<file path="config.mk">
export PLATFORM = sky130hd
export DESIGN_NAME = upsample
export DESIGN_NICKNAME = d
export VERILOG_FILES = /design/src/rtl/upsample.sv
export SDC_FILE = /design/constraint.sdc
export NUM_CORES = 1
export LEC_CHECK = 0
export ABC_AREA = 1
export CORE_MARGIN = 8
export CORE_UTILIZATION = 50
export CTS_CLUSTER_DIAMETER = 40
export DETAILED_ROUTE_END_ITERATION = 8
export PLACE_DENSITY = 0.71
export SETUP_SLACK_MARGIN = 0.1
export SYNTH_ARGS = -nofsm -noshare
export SYNTH_HDL_FRONTEND = slang
export SYNTH_SLANG_ARGS = --single-unit
</file>
<file path="constraint.sdc">
create_clock -name clock -period 4.3 [get_ports clock]
set_input_delay 0.43 -clock clock [delete_from_list [all_inputs] [get_ports clock]]
set_output_delay 0.43 -clock clock [all_outputs]
set_load 0.02 [all_outputs]
</file>
<file path="src/rtl/upsample.sv">
// Integer-factor upsampler from a low-rate sample stream to the 48 kHz base rate.
//
// The factor is N = 2^Nlog2 (N = 1, 2, 4 or 8). Each low-rate sample opens a segment
// of N base-rate ticks. The first tick of a segment carries the strobe.
// Three output styles are supported:
//   - zero-stuff: the sample, then N-1 zeros.
//   - sample-hold: the sample is repeated N times.
//   - linear: interpolates from the previous sample toward the new one. In this mode the
//     output runs one low-rate period behind the input.
// A missing strobe (underrun) or an early strobe sets the sticky sync_err flag.
//
// Ports:
//   clock      in   master clock, rising edge
//   reset      in   synchronous, active-high
//   enclk      in   base-rate tick, one-cycle pulse
//   Nlog2[1:0] in   log2 of the interpolation factor, latched on strobe ticks
//   mode[1:0]  in   00 zero-stuff, 01 sample-hold, 1x linear
//   datain     in   signed 18-bit low-rate sample
//   endatain   in   low-rate strobe, qualified by enclk
//   dataout    out  signed 18-bit base-rate sample, registered
//   endataout  out  one-cycle pulse in the cycle after each tick
//   sync_err   out  sticky strobe-cadence error
module upsample (
  input  logic               clock,
  input  logic               reset,
  input  logic               enclk,
  input  logic [1:0]         Nlog2,
  input  logic [1:0]         mode,
  input  logic signed [17:0] datain,
  input  logic               endatain,
  output logic signed [17:0] dataout,
  output logic               endataout,
  output logic               sync_err
);

  logic signed [17:0] cur_q, cur_d;
  logic signed [17:0] dout_q, dout_d;
  logic signed [18:0] diff_q, diff_d;
  logic signed [20:0] acc_q, acc_d;
  logic [3:0]         ph_q, ph_d;
  logic [1:0]         l_q, l_d;
  logic               err_q, err_d;
  logic               en_q, en_d;

  logic               strobe;
  logic [3:0]         span;
  logic signed [18:0] new_diff;
  logic [20:0]        cur_sh;
  logic signed [20:0] acc_new;
  logic signed [20:0] acc_step;
  logic signed [17:0] lin_out;

  always_comb begin
    strobe   = enclk & endatain;
    span     = 4'd1 << l_q;
    new_diff = {datain[17], datain} - {cur_q[17], cur_q};
    // The segment's first interpolated point is (cur_old*N + diff) / N.
    cur_sh   = {{3{cur_q[17]}}, cur_q} << Nlog2;
    acc_new  = cur_sh + {{2{new_diff[18]}}, new_diff};
    acc_step = acc_q + {{2{diff_q[18]}}, diff_q};
    // Taking bits [L+17:L] gives the floor of acc >>> L.
    // acc stays between cur_old<<<L and cur<<<L, so the result fits in 18 bits.
    lin_out  = acc_q[{3'b000, l_q} +: 18];
  end

  always_comb begin
    cur_d  = cur_q;
    dout_d = dout_q;
    diff_d = diff_q;
    acc_d  = acc_q;
    ph_d   = ph_q;
    l_d    = l_q;
    err_d  = err_q;
    en_d   = enclk;

    if (enclk) begin
      if (strobe) begin
        // ph == 0 is the first strobe after reset. ph == span is the on-time strobe.
        if ((ph_q != 4'd0) && (ph_q != span)) begin
          err_d = 1'b1;
        end
        cur_d  = datain;
        l_d    = Nlog2;
        ph_d   = 4'd1;
        diff_d = new_diff;
        acc_d  = acc_new;
        dout_d = mode[1] ? cur_q : datain;
      end else if (ph_q == 4'd0) begin
        // No sample has been accepted yet.
        dout_d = '0;
      end else if (ph_q < span) begin
        ph_d  = ph_q + 4'd1;
        // acc advances in every mode, so switching to linear mid-stream is coherent.
        acc_d = acc_step;
        case (mode)
          2'b00:   dout_d = '0;
          2'b01:   dout_d = cur_q;
          default: dout_d = lin_out;
        endcase
      end else begin
        // Underrun: the segment is exhausted and no strobe arrived.
        // ph and acc hold, so the output repeats cur.
        dout_d = cur_q;
        err_d  = 1'b1;
      end
    end
  end

  always_ff @(posedge clock) begin
    if (reset) begin
      cur_q  <= '0;
      dout_q <= '0;
      diff_q <= '0;
      acc_q  <= '0;
      ph_q   <= '0;
      l_q    <= '0;
      err_q  <= 1'b0;
      en_q   <= 1'b0;
    end else begin
      cur_q  <= cur_d;
      dout_q <= dout_d;
      diff_q <= diff_d;
      acc_q  <= acc_d;
      ph_q   <= ph_d;
      l_q    <= l_d;
      err_q  <= err_d;
      en_q   <= en_d;
    end
  end

  assign dataout   = dout_q;
  assign endataout = en_q;
  assign sync_err  = err_q;

endmodule

</file>
==> results of run 1 <==
[path summary, 6_finish.rpt]
kind / start / to / slack, ns / cells after the start
hold reg to reg: diff_q[9] / diff_q[9] / 0.49 / 2
hold / removal: diff_q[9] / diff_q[9] / 0.49 / 2
setup / recovery: datain[6] / acc_q[19] / 0.39 / 21
setup reg to reg: cur_q[6] / acc_q[19] / 0.53 / 21
[worst min-delay path, stage by stage (launching register included)]
cell     delay [ns]
dfxtp_1        0.33
nand3_1        0.08
nand2_1        0.05
[cell families after synthesis]
logic type      synth area share, %
mux                           0.272
flops                          22.8
fa+ha+maj                      11.5
buf+inv                        8.52
xor+xnor                       3.07
compound gates                 27.4
simple gates                   26.4
[sequential cells by signal (all words and copies together), names as in the netlist]
signal	flops
acc_q	21
cur_q	18
dataout	18
diff_q	19
endataout	1
l_q	2
ph_q	4
sync_err	1
[final cells by class]
cell class                      instances  area [µm²]
Clock buffer                            9         225
Clock inverter                          7        81.3
Fill cell                            1456        6160
Inverter                              115         432
Multi-Input combinational cell        893        5080
Sequential cell                        84        1680
Tap cell                              184         230
Timing Repair Buffer                   64         593
[cell usage in the layout (no fill, tap or decap), drive strengths merged, types with 2 or more instances in the layout]
master / instances
a211oi: 3
a21o: 7
dfxtp: 84
nand3: 72
nor4: 3
a22o: 3
buf: 19
nand4: 13
o21a: 4
nand2: 283
fa: 3
a31oi: 25
or2: 11
a21boi: 2
o221ai: 3
nor2: 53
o211ai: 7
nor3: 7
o21bai: 11
o32ai: 4
mux2i: 2
clkinv: 6
xor2: 13
a21oi: 94
ha: 63
o22ai: 20
and2: 3
a221oi: 3
inv: 115
o21ai: 164
clkdlybuf4s50: 45
clkbuf: 9
o31ai: 2
xnor2: 12
[report_power, final]
group / internal (mW) / total (mW) / leakage (nW) / switching, mW
Clock: 0.461 / 0.837 / 0.153 / 0.376
Sequential: 0.852 / 0.919 / 0.689 / 0.0678
Combinational: 0.409 / 1.17 / 2.75 / 0.757
Total: 1.72 / 2.92 / 3.59 / 1.20
[metal layers]
layer	wire length [µm]	global-route usage, %	part of all wire (%)
met5	0	0	0
met2	11100	41.8	45
met1	11300	36.1	46
met3	1480	3.36	6.0
met4	639	9.05	2.6
[per-stage QoR]
stage	std cells	utilization (%)	setup TNS (ns)
3_5_place_dp	1340	55.2	-0.103
2_1_floorplan	1139	-	0
5_1_grt	1356	57.5	0
6_report	1356	57.5	0
4_1_cts	1356	57.4	0
3_3_place_gp	1340	55.2	-0.111
==> results by group, run 1 <==
Outcome
  • Status: complete, no violations

Logic synthesis
  • Post-synth top area cell: dfxtp_1
  • Synth cell types: between 50 and 60
  • Cell area after synthesis: 7370 µm²
  • Post-Syn Nets: 1231
  • Syn Inst Count: approximately 1.1k
  • Most frequent cell after synthesis: nand2_1
  • Synth Warn #: 0
  • Register bit total from synthesis: 84
  • Sequential fraction of the synthesis area: 22.8%
  • Mean Syn Cell Area: 6.47 µm²
  • Predominant post-synthesis flop cell: dfxtp_1
  • Post-synth top area share: 22.8%
  • Commonest cells in the netlist: 273 x nand2_1, 147 x o21ai_0, 107 x inv_1, 91 x a21oi_1, 84 x dfxtp_1
  • Synth top area cells: dfxtp_1 23%, nand2_1 14%, ha_1 11%
  • Async SR Flop Fraction: 0%
  • Post-synth EDFFs: 0

Final layout
  • Post-route cell area: 8320 µm²
  • Share of cells above drive strength 1: 6.66%
  • N_diodes: 0
  • Nets@finish: approximately 1.3k
  • Area grow syn2layout: 12.9%

Die
  • Std-Cell Rows: 44
  • Die X: between 100 and 150 µm
  • Die height: approximately 140 µm
  • Initial Util: 50.9%
  • Die area: 18900 µm²
  • IO Pins: 46
  • Core ar.: 14500 µm²

Global routing
  • Antenna violations before repair: 0
  • Total GRT Usage: 26.4%
  • Vias in the first global route: 7238
  • Grt total ovfl: 0
  • First-pass GRT wire length: 39100 µm
  • Largest net degree at the start of global routing: between 40 and 50

Setup path
  • Data required time of the worst path: ~4.5 ns
  • Worst Setup Start Kind: input port
  • Cell mode on critical path: nand3_1
  • CP Cell Sequence: clkdlybuf4s50_1, ha_1, a21oi_1, o21a_1, nand2_2, a21boi_2, o21ai_2, a21oi_4, o21ai_1, or2_1, and2_1, ha_1, nand2_1, nor3_2, nand4_1, nand3_1, nand2_1, nand3_1, nand3_1, nand3_1, a21oi_1
  • Crit-path max FO: 4
  • Critical path class: in -> reg
  • Critical Path Slowest Stage Cell: clkdlybuf4s50_1
  • Biggest cell delay along the critical path: 0.46 ns
  • WP buf/inv: 1
  • Family with the most delay on the worst path: simple AND/OR/NAND/NOR gates
  • Worst path arrival time: 4.15 ns
  • CP Capture Type: register

Place
  • Global placer's final weighted congestion: 0.978
  • Hpwl dp: 19700 µm
  • Placed Area: 8000 µm²
  • IO Port Bufs: 45
  • Pre-CTS WS: -0.0519 ns

Flow run
  • Max_cap viols: 0

Clocking
  • Sink Count: 84
  • Root Buffer: clkbuf_16
  • TritonCTS clock tree: yes
  • Post-CTS Setup Bufs: 0
  • Clock transition at path regs: 0.07 ns
  • Post-cts resize count: 0
  • Clock buffers created by TritonCTS: 9
  • Clk_lat worst skew: 0.36 ns
  • H-tree levels: 3
  • Longest Clk Path Bufs: 2
  • Hold_buf cts: 0

Detailed routing
  • DRC: 0
  • Routed len/inst: 18.1 µm
  • Vias/cell: 5.83
  • Detailed Route WL: 24600 µm
  • Routed vias: roughly 7.9k
  • Initial DRC Count: 746
  • First-pass iteration count of the detailed router: 5
  • DRT antenna net count: 0

Timing
  • Hold Fails Final Rpt: 0
  • Final setup fails: 0
  • Pins Over Slew Limit: 0
  • Tmin final: around 4 ns
  • Final period util: between 90% and 100%
  • Setup slack after layout: 0.393 ns
  • Final hold slack: 0.495 ns
  • Max Clk Rate: approximately 260 MHz
  • RSZ-0062 raised after global routing: no
  • Max Clock Skew: a little under 0.007 ns
  • Worst-Margin Slew: 0.978 ns
  • Slew headroom: between 30% and 40%

Power and ir drop
  • VDD IR max: around 200 µV
  • Final Power: between 2 and 3 mW
  • Pwr dens: 351 nW/µm²
  • Pleak: 3.59 nW

Min path
  • Worst hold path class: reg -> reg
No activity file was read; power rests on OpenSTA's default activity.
==> inputs of run 2 (changes only) <==
- SKIP_CTS_REPAIR_TIMING: default -> 1
==> results of run 2 <==
The final DEF is identical to that of run 1; final timing and power are the same.
==> patch 1 (config.mk and constraints of run 1) <==
Add an input register stage for `Nlog2`, `mode`, `datain` and `endatain`, without a reset; this delays them by one clock.
--- a/src/rtl/upsample.sv
+++ b/src/rtl/upsample.sv
@@ -35,2 +35,14 @@
 
+  logic [1:0] Nlog2_q;
+  logic [1:0] mode_q;
+  logic signed [17:0] datain_q;
+  logic endatain_q;
+
+  always_ff @(posedge clock) begin
+    Nlog2_q    <= Nlog2;
+    mode_q     <= mode;
+    datain_q   <= datain;
+    endatain_q <= endatain;
+  end
+
   logic signed [17:0] cur_q, cur_d;
@@ -53,7 +65,7 @@
   always_comb begin
-    strobe   = enclk & endatain;
+    strobe   = enclk & endatain_q;
     span     = 4'd1 << l_q;
-    new_diff = {datain[17], datain} - {cur_q[17], cur_q};
+    new_diff = {datain_q[17], datain_q} - {cur_q[17], cur_q};
     // The segment's first interpolated point is (cur_old*N + diff) / N.
-    cur_sh   = {{3{cur_q[17]}}, cur_q} << Nlog2;
+    cur_sh   = {{3{cur_q[17]}}, cur_q} << Nlog2_q;
     acc_new  = cur_sh + {{2{new_diff[18]}}, new_diff};
@@ -81,4 +93,4 @@
         end
-        cur_d  = datain;
-        l_d    = Nlog2;
+        cur_d  = datain_q;
+        l_d    = Nlog2_q;
         ph_d   = 4'd1;
@@ -86,3 +98,3 @@
         acc_d  = acc_new;
-        dout_d = mode[1] ? cur_q : datain;
+        dout_d = mode_q[1] ? cur_q : datain_q;
       end else if (ph_q == 4'd0) begin
@@ -94,3 +106,3 @@
         acc_d = acc_step;
-        case (mode)
+        case (mode_q)
           2'b00:   dout_d = '0;
Function: changed (Yosys sat finds a counterexample within 4 cycles, from zero or initial values and one cycle with reset high).
==> patch 1 against run 1 <==
Final area grew 5.8%. Power increased by 11%. Synthesized cell count up 2.4%. Sequential cell count rose by 23. Register-to-register slack improved by 60 ps. Area after synthesis rose by 6.9%. Wire length grew 3.9%. Critical path depth unchanged. Sequential power increased by 26%. Worst setup slack improved by 200 ps.
==> patch 1: results (changes against run 1) <==
| Metric | Value |
|---|---|
| Vias | `8040 (+1.7%)` |
| Worst Path Max Fanout | `6 (+2)` |
| Avg Cell Area, Syn | `6.756 um^2 (+4.4%)` |
| Sequential fraction of the synthesis area | `27.19% (+4.4 points)` |
| Fin nets | `1283 (+1.9%)` |
| Worst Max-Slew Pin Slew | `943.5 ps (-34.24 ps)` |
| Critical Path AT | `3950 ps (-200 ps)` |
| Global placement routability congestion | `0.9415 (-3.8%)` |
| R2r setup slk | `590 ps (+60 ps)` |
| Largest net degree at the start of global routing | `34 (-24%)` |
| Post-place setup slack | `502.1 ps (+554.0 ps)` |
| Number of global-route vias before repair | `7278 (+0.55%)` |
| Placed cell areas | `8487 um^2 (+6.1%)` |
| Top post-synthesis cells by count | `nand2_1 (278), o21ai_0 (158), dfxtp_1 (107), inv_1 (107), a21oi_1 (97)` |
| Peak supply drop | `0.2120 mV (+4.8%)` |
| Yosys cell types | `56 (+1.8%)` |
| Placed cells | `1396 (+4.2%)` |
| First-pass GRT wire length | `39.73 mm (+1.6%)` |
| Detailed Place HPWL | `20.42 mm (+3.8%)` |
| Top post-synthesis cells by area | `dfxtp_1 (27%), nand2_1 (13%), o21ai_0 (10%)` |
| Wire per inst | `18.11 um (-0.17%)` |
| Clock skew | `13.98 ps (+7.106 ps)` |
| Run status | `finished, final reports clean` |
| CP Class | `flip-flop to flip-flop` |
| Final wirelength | `25.57 mm (+3.9%)` |
| Drt initial violations | `777 (+4.2%)` |
| GRT Total Usage | `25.34% (-1.1 points)` |
| Leakage Power | `3.773 nW (+5.0%)` |
==> patch 1: worst min path at each step <==
stage                from          to  slack [ps]
2_1_floorplan  diff_q[15]  diff_q[15]         430
3_3_place_gp    diff_q[0]   diff_q[0]         450
3_5_place_dp   diff_q[15]  diff_q[15]         450
4_1_cts        diff_q[15]  diff_q[15]         460
5_1_grt        diff_q[15]  diff_q[15]         470
6_report       diff_q[15]  diff_q[15]         470
==> patch 1: cells by family (layout without fill, tap and decap cells) <==
family,after synthesis,after routing,share of synthesized area (%)
adders and majority gates,66,66,10.77
buffers and inverters,162,192,8.275
and+or+nand+nor,442,442,24.05
DFF,107,107,27.19
xor gates and xnor gates,24,24,2.764
AOI/OAI and AO/OA,365,365,26.95
==> patch 1: power breakdown <==
part           internal [mW]  switching [mW]
clock network          0.462           0.418
registers               1.08          0.0859
logic                  0.414           0.792
==> patch 1: cell type report <==
class	count	area [um^2]	area share [%]
multi-input cells	897	5095	57.87
flip-flops and latches	107	2142	24.33
inverters	118	442.9	5.031
repair buffers	58	548.0	6.225
clock buffers	9	225.2	2.558
clock inverters	7	80.08	0.9096
well taps	216	270.3	3.070
==> patch 1: per-layer routing <==
metal / GRT usage [%] / up-vias / wire length, um
li1: - / 4044 / -
met2: 39.61 / 246 / 11310
met1: 33.85 / 3697 / 11800
met4: 10.46 / 0 / 908
met3: 4.368 / 53 / 1543
met5: 0 / - / 0
==> patch 1: critical path: stages (launching register included) <==
cell,delay [ps]
dfxtp_1,350
inv_1,80
ha_1,350
a21oi_1,210
o21ai_1,130
nand2_1,80
o211ai_1,120
a31oi_2,270
o21bai_2,110
nand2_1,90
nand3_1,60
and2_1,200
ha_1,380
nand2_1,120
nor3_2,270
nand4_1,210
nand3_1,170
nand2_1,80
nand3_1,80
nand3_1,70
nand3_1,90
a21oi_1,60
==> patch 1: through the flow <==
stage	power (mW)	utilization, %	hold slack [ps]
after CTS	3.230	56.16	462.1
after global routing	3.450	56.23	471.3
final	3.249	56.23	466.2
after floorplan	2.007	-	432.4
after global placement	2.355	54.21	446.1
after detailed placement	2.357	54.21	449.7
==> patch 1: timing repair <==
action	in CTS	in global routing
resized for setup	0	2
setup endpoints to repair	0	2
setup buffers	0	0
hold endpoints to repair	0	0
==> patch 2 (config.mk and constraints of run 1) <==
Made on the original files. Make the reset (`reset`) asynchronous in one clocked block.
--- a/src/rtl/upsample.sv
+++ b/src/rtl/upsample.sv
@@ -108,3 +108,3 @@
 
-  always_ff @(posedge clock) begin
+  always_ff @(posedge clock or posedge reset) begin
     if (reset) begin
Check against the original RTL: differs if reset is asserted again (counterexample within 4 cycles, from zero or initial values and one cycle with reset high); with reset held inactive, the same outputs for 4 cycles.
==> patch 2 against run 1 <==
Sequential cell count stayed put. Clock skew rose by 1.9 ps. Worst setup slack better by 34 ps. Count of clock-buffer cells in the layout up 4. Area after synthesis grew 3.1%. Final area grew 2.0%. Sequential share of layout area rose by 4.6 points. Wire length shrank 5.1%.
Power is not compared: it rests on default switching activity, and its combinational part moved more than twofold at a synthesized area within 25%.
==> patch 2: results (changes against run 1) <==
| Metric | Value |
|---|---|
| Run status | `finished, final reports clean` |
| Multi-input gates | `894 (+0.11%)` |
| Drt initial violations | `652 (-13%)` |
| First-pass GRT wire length | `37.74 mm (-3.5%)` |
| Routing usage on met1 | `31.91% (-4.2 points)` |
| Clock skew | `8.726 ps (+1.850 ps)` |
| Wire per inst | `17.41 um (-4.0%)` |
| Area taken by multi-input logic gates | `4937 um^2 (-2.8%)` |
| Nonclk buf count | `56 (-13%)` |
| Critical Path AT | `4140 ps (about the same)` |
| Met1 wire length | `10.57 mm (-6.8%)` |
| WL met3 | `1.488 mm (+0.54%)` |
| CLK BUF | `13 (+4)` |
| Post-CTS Setup Bufs | `0 (unchanged)` |
| Clock buffer depth | `2 (unchanged)` |
| Signal inverters | `104 (-9.6%)` |
| Clock-cell share of area | `3.362% (-0.32 points)` |
| Fillers | `1502 (+3.2%)` |
| Mapped Nets | `1214 (-1.4%)` |
| Met3 usage | `5.609% (+2.3 points)` |
| GRT Total Usage | `24.25% (-2.1 points)` |
| Worst Setup SP | `datain[0]` |
| Storage cell area | `2102 um^2 (+25%)` |
| Top post-synthesis cells by area | `dfrtp_1 (28%), nand2_1 (15%), ha_1 (10%)` |
| Signal buffers share of area | `6.282% (-0.84 points)` |
| Share of layout cells above drive strength 1 | `4.683% (-2.0 points)` |
| Reg2Reg Launch Point | `cur_q[2]` |
| Detailed Place HPWL | `18.60 mm (-5.5%)` |
| HP Class | `input port to asynchronous set/reset pin` |
| Via density | `5.782 (-0.80%)` |
| Remaining DRCs | `0 (unchanged)` |
| Top post-synthesis cells by count | `nand2_1 (311), o21ai_0 (157), inv_1 (100), a21oi_1 (92), dfrtp_1 (84)` |
| Reg2Reg Depth | `22 (+4.8%)` |
| Top_reg_cell synth | `dfrtp_1` |
| Global placement routability congestion | `0.9399 (-3.9%)` |
| Clk_lat worst skew | `about 350 ps` |
| R2r setup slk | `510 ps (-20 ps)` |
| CP max stage delay | `460 ps (about the same)` |
| Total length of routed met2 wires | `10.82 mm (-2.8%)` |
| Clk root buf | `clkbuf_16` |
| Switching part of the total | `between 50 and 60%` |
| FF-to-FF End | `acc_q[19]` |
| Worst slew margin | `49.16% (+15 points)` |
| Crit path max-delay family | `adder cells` |
| Fraction of registers with async set/reset | `100.0% (+100 points)` |
| Yosys cell types | `49 (-11%)` |
| Worst Path Max Fanout | `5 (+1)` |
| Diodes inserted | `0 (unchanged)` |
| Sequential fraction of the synthesis area | `27.68% (+4.9 points)` |
| CTS buffer count | `9 (unchanged)` |
| Met2 usage | `39.07% (-2.7 points)` |
| Largest registers | `acc_q (21), diff_q (19)` |
patch 2: worst min-delay path by stage:
stage,end,depth (start not counted),slack [ps],start
floorplan,diff_q[2],2,460,diff_q[2]
global placement,sync_err,1,440,sync_err
detailed placement,sync_err,1,450,sync_err
CTS,dataout[15],2,340,reset
global route,dataout[16],2,350,reset
finish,dataout[15],2,330,reset
patch 2: per-stage QoR:
step	util (%)	instance area, um^2	cells	worst slack (ps)	hold WS [ps]
4_1_cts	56.35	8471	1341	365.7	336.9
6_report	56.44	8484	1341	426.3	328.1
5_1_grt	56.44	8484	1341	88.14	352.1
3_5_place_dp	54.45	8185	1326	79.35	446.5
3_3_place_gp	54.45	8185	1326	112.8	442.0
2_1_floorplan	-	7595	1122	1073	455.4
patch 2: kinds of logic after synthesis:
group	share of synthesized area, %
and+or+nand+nor	25.45
AOI/OAI and AO/OA	24.61
buffers and inverters	7.529
DFF	27.68
adders and majority gates	11.17
xor gates and xnor gates	2.768
muxes	0.7908
